`src/rtl/deskew_collector.sv`:
```
// Re-aligns the staggered column outputs of the 4x4 systolic array into a row-aligned
// result tile and presents it with a valid/ready handshake.
//
// state   | meaning
// --------+-------------------------------------------------------------
// IDLE    | waiting for start; no tile held
// COLLECT | capturing staggered column values, k = 1..6
// HOLD    | tile complete, out_valid high until out_ready
module deskew_collector #(
   parameter int WIDTH     = 8,
   parameter int ACC_WIDTH = 2*WIDTH+2
) (
   input  logic                    clk,
   input  logic                    reset,
   input  logic                    start,
   input  logic [ACC_WIDTH-1:0]    col1_val,
   input  logic [ACC_WIDTH-1:0]    col2_val,
   input  logic [ACC_WIDTH-1:0]    col3_val,
   input  logic [ACC_WIDTH-1:0]    col4_val,
   output logic                    busy,
   output logic [16*ACC_WIDTH-1:0] result,
   output logic                    out_valid,
   input  logic                    out_ready,
   output logic                    overrun
);

   typedef enum logic [1:0] {
      S_IDLE    = 2'd0,
      S_COLLECT = 2'd1,
      S_HOLD    = 2'd2
   } state_t;

   state_t               state;
   logic [2:0]           k;
   logic [ACC_WIDTH-1:0] col_val [4];
   logic                 accept;
   logic                 cap_en;
   logic [2:0]           cap_k;

   assign col_val[0] = col1_val;
   assign col_val[1] = col2_val;
   assign col_val[2] = col3_val;
   assign col_val[3] = col4_val;

   // A start in HOLD with out_ready hands off the old tile in the same cycle.
   assign accept = start && ((state == S_IDLE) || ((state == S_HOLD) && out_ready));

   always_comb begin
      cap_en = 1'b0;
      cap_k  = 3'd0;
      if (state == S_COLLECT) begin
         cap_en = 1'b1;
         cap_k  = k;
      end else if (accept) begin
         cap_en = 1'b1;
         cap_k  = 3'd0;
      end
   end

   always_ff @(posedge clk) begin
      if (reset) begin
         state     <= S_IDLE;
         k         <= 3'd0;
         out_valid <= 1'b0;
         busy      <= 1'b0;
         overrun   <= 1'b0;
      end else begin
         if (start && !accept)
            overrun <= 1'b1;
         case (state)
            S_IDLE: begin
               if (start) begin
                  k     <= 3'd1;
                  state <= S_COLLECT;
                  busy  <= 1'b1;
               end
            end
            S_COLLECT: begin
               if (k < 3'd6) begin
                  k <= k + 3'd1;
               end else begin
                  k         <= 3'd0;
                  state     <= S_HOLD;
                  out_valid <= 1'b1;
               end
            end
            S_HOLD: begin
               if (out_ready) begin
                  out_valid <= 1'b0;
                  if (start) begin
                     k     <= 3'd1;
                     state <= S_COLLECT;
                  end else begin
                     k     <= 3'd0;
                     state <= S_IDLE;
                     busy  <= 1'b0;
                  end
               end
            end
            default: begin
               state     <= S_IDLE;
               k         <= 3'd0;
               out_valid <= 1'b0;
               busy      <= 1'b0;
            end
         endcase
      end
   end

   // Element (r,j) is loaded when column j carries row r, i.e. at count k = r + j.
   for (genvar r = 0; r < 4; r++) begin : g_row
      for (genvar j = 0; j < 4; j++) begin : g_col
         logic [ACC_WIDTH-1:0] elem;

         always_ff @(posedge clk) begin
            if (reset)
               elem <= '0;
            else if (cap_en && (cap_k == 3'(r + j)))
               elem <= col_val[j];
         end

         assign result[(4*r+j)*ACC_WIDTH +: ACC_WIDTH] = elem;
      end
   end

endmodule

```
`config.mk`:
```
export PLATFORM = sky130hd
export DESIGN_NAME = deskew_collector
export DESIGN_NICKNAME = d
export VERILOG_FILES = /design/src/rtl/deskew_collector.sv
export SDC_FILE = /design/constraint.sdc
export NUM_CORES = 1
export LEC_CHECK = 0
export CAP_MARGIN = 20
export CORE_ASPECT_RATIO = 0.75
export CORE_MARGIN = 3
export CORE_UTILIZATION = 45
export CTS_BUF_LIST = sky130_fd_sc_hd__clkbuf_4 sky130_fd_sc_hd__clkbuf_8
export CTS_CLUSTER_SIZE = 25
export DETAILED_ROUTE_END_ITERATION = 10
export PLACE_DENSITY = 0.78
export SYNTH_ARGS = -nofsm -noshare
export SYNTH_HDL_FRONTEND = slang
export SYNTH_SLANG_ARGS = --single-unit
export TNS_END_PERCENT = 10
```
`constraint.sdc`:
```
create_clock -name clk -period 2.1 [get_ports clk]
set_input_delay 0.525 -clock clk [delete_from_list [all_inputs] [get_ports clk]]
set_output_delay 0.525 -clock clk [all_outputs]
set_load 0.02 [all_outputs]
```
==> metrics.md <==
| Metric | Value |
|---|---|
| Run status | `complete, no violations` |
| Synthesis-stage register bit count | `296` |
| Synthesized area per cell | `8.302 sq um` |
| Power per Cell Area | `around 700 nW/um^2` |
| Post-synthesis sequential area ratio | `0.5199` |
| H-tree depth | `2` |
| Initial DRC count | `slightly above 1k` |
| Period utilization | `0.9825` |
| CP Class | `flop to output port` |
| Reg clk slew, reported paths | `0.06 ns` |
| Total power | `roughly 0.012 W` |
| Max-cap viol count | `0` |
| Setup violators final | `0` |
| Clock skew | `0.01620 ns` |
| CP max stage delay | `0.62 ns` |
| CP Buf/Inv Count | `1` |
| Sink Count | `296` |
| Clock root buffer | `clkbuf_8` |
| Port Buffer Count | `366` |
| Setup bufs post-CTS | `0` |
| Post-route antenna net violation count | `0` |
| Die height | `143.8 um` |
| Crit. End Element | `output port` |
| Initial Util | `0.4660` |
| LEAKAGE | `between 6 and 7 nW` |
| Core Box Area | `24,460 sq um` |
| Netlist cell types | `37` |
| Initial antenna violation count | `2` |
| Critical Path Fanout Max | `2` |
| Vias per cell | `roughly 5.9` |
| Worst slew pin tran | `around 0.61 ns` |
| RD Place Congestion | `between 0.8 and 0.9` |
| TritonCTS clock tree | `built` |
| Clk buf depth | `3` |
| Slowest CP cell | `clkdlybuf4s50_1` |
| Total CTS buffers | `47` |
| CP required | `1.57 ns` |
| Post-Syn Nets | `between 1k and 1.5k` |
| Peak supply drop | `0.6123 mV` |
| Critical Path, Cell by Cell | `clkdlybuf4s50_1` |
| Final min period | `2.063 ns` |
| Reg2Reg Capture Point | `g_row[2].g_col[1].elem[7]` |
| Mapped Area | `11,400 sq um` |
| Yosys warns | `0` |
| Fmax | `approximately 480 MHz` |
| Dpl hpwl | `27.05 mm` |
| Grt ovf | `0` |
| # IOs | `around 370` |
| WL per Instance | `20.88 um` |
| Post-Syn Instances | `1,373` |
| Synth top area cells | `dfxtp_1 (52%), a21oi_1 (12%), nand3_1 (12%)` |
| Min-Delay Startpoint | `reset` |
| Synthesis-to-layout area growth | `44.45%` |
| Max-slew headroom | `0.5952` |
| Final worst-path setup slack | `0.03665 ns` |
| Critical Path AT | `around 1.5 ns` |
| RR Startpoint | `k[2]` |
| Drt drc | `0` |
| Worst Hold End | `g_row[1].g_col[0].elem[14]` |
| Hold depth | `2` |
| WHS | `0.3793 ns` |
| Cells on worst reg2reg path | `4` |
| Most common cell in the netlist | `dfxtp_1` |
| Vias in the first global route | `11.35k` |
| Post-Route WL | `~43 mm` |
| Chip Width | `189.8 um` |
| Placed Instances | `1,950` |
| Tightest Hold Check Type | `input pin to flop` |
| Final #Nets | `1,745` |
| Largest net degree at the start of global routing | `a little over 90` |
| Via count | `about 12k` |
| Share of cells above drive strength 1 | `0.08103` |
| Worst Setup Start Kind | `flop` |
| Site Rows | `49` |
| Top delay family on crit path | `buffers and inverters` |
| Yosys top cell area share | `0.5199` |
| Most used DFF post-synth | `dfxtp_1` |
| Fin. Hold Viols | `0` |
| Worst path depth | `1` |
| FF-to-FF setup slack | `~0.27 ns` |
| Asr flop ratio synth | `0` |
| Most frequent cells after synthesis | `dfxtp_1 (296), a21oi_1 (275), nand3_1 (272)` |
| Post-synth EDFFs | `0` |
| First-pass GRT wire length | `around 65 mm` |
| Final Max Tran Viols | `0` |
| Tot GR Track Use | `0.2962` |
| Pre-antenna DRT Iters | `5` |
| Top cell type by total area after synthesis | `dfxtp_1` |
| Number of fill cells | `1,964` |
| Die ar. | `approximately 27,000 sq um` |
| Clock latency on the worst-skew pair | `0.56 ns` |
| Final cell count without fillers | `approximately 2.0k` |
| Worst slack, placed | `0.09805 ns` |
| Core Util, Final | `0.6731` |
==> cells in the final DEF (no fill, tap or decap), types with 4 or more instances in the layout <==
cell and count:
clkbuf_4 23, nand3_1 272, nand2b_1 38, dlymetal6s2s_1 45, inv_1 5, clkbuf_8 56
o21ai_1 4, a21oi_1 275, buf_4 23, buf_12 15, dfxtp_1 295, nor2_1 4
mux2i_1 19, dlygate4sd2_1 17, clkdlybuf4s50_1 303, o21ai_0 267
==> flip-flops by register name (all words and copies together) (netlist names) <==
name	count
g_row.g_col.elem	288
k	3
state	2
busy	1
out_valid	1
overrun	1
==> timing repair <==
item	in CTS	in global routing
hold endpoints to repair	0	0
hold buffers	0	0
gates resized for setup	17	45
endpoints found under the setup margin	17	45
==> layer usage <==
layer  wire length [um]  GRT usage  vias to the layer above
met5                  0          0                        -
met4               1398     0.1112                        0
met3               4847    0.09827                       97
met2              19080     0.4562                      647
met1              17180     0.3895                     5720
li1                   -          -                     5498
==> logic make-up (layout without fill, tap and decap cells) <==
family	Yosys count	in the layout	synth area share
other cells	0	2	0
compound gates	556	556	0.2473
flops	296	296	0.5199
mux	19	19	0.01668
buf+inv	164	494	0.06004
fa+ha+maj	1	1	0.001098
simple gates	337	337	0.1550
==> worst max path at each step <==
stage / slack (ns) / end / startpoint
6_report: 0.04 / result[159] / g_row[2].g_col[0].elem[15]
5_1_grt: -0.007 / result[70] / g_row[0].g_col[3].elem[16]
4_1_cts: 0.00007 / result[162] / g_row[2].g_col[1].elem[0]
3_5_place_dp: 0.1 / g_row[0].g_col[0].elem[9] / out_ready
3_3_place_gp: 0.16 / g_row[0].g_col[0].elem[9] / out_ready
2_1_floorplan: 0.48 / g_row[0].g_col[0].elem[10] / k[0]
==> stage by stage <==
| stage | instance area (sq um) | setup TNS [ns] |
|---|---|---|
| after floorplan | 11400 | 0 |
| after global placement | 15370 | 0 |
| after detailed placement | 15370 | 0 |
| after CTS | 16350 | 0 |
| after global routing | 16460 | -0.006560 |
| final | 16460 | 0 |
==> cell type report <==
class                      count  area, sq um  share of cell area
inverter                       6        22.52            0.001368
antenna                        2        5.005           0.0003040
timing repair buffer         404         4233              0.2571
multi-input combinational    913         4863              0.2954
sequential                   296         5927              0.3600
tap                          331        414.1             0.02515
clock inverter                 5        56.30            0.003420
clock buffer                  79        943.4             0.05730
==> report_power, final <==
| group | switching [W] | total [W] | internal [W] |
|---|---|---|---|
| clock | 0.00226 | 0.00521 | 0.00295 |
| combinational | 0.000524 | 0.000863 | 0.000340 |
| sequential | 0.0000442 | 0.00572 | 0.00567 |
Note: power is estimated with default switching activity, not from simulation.
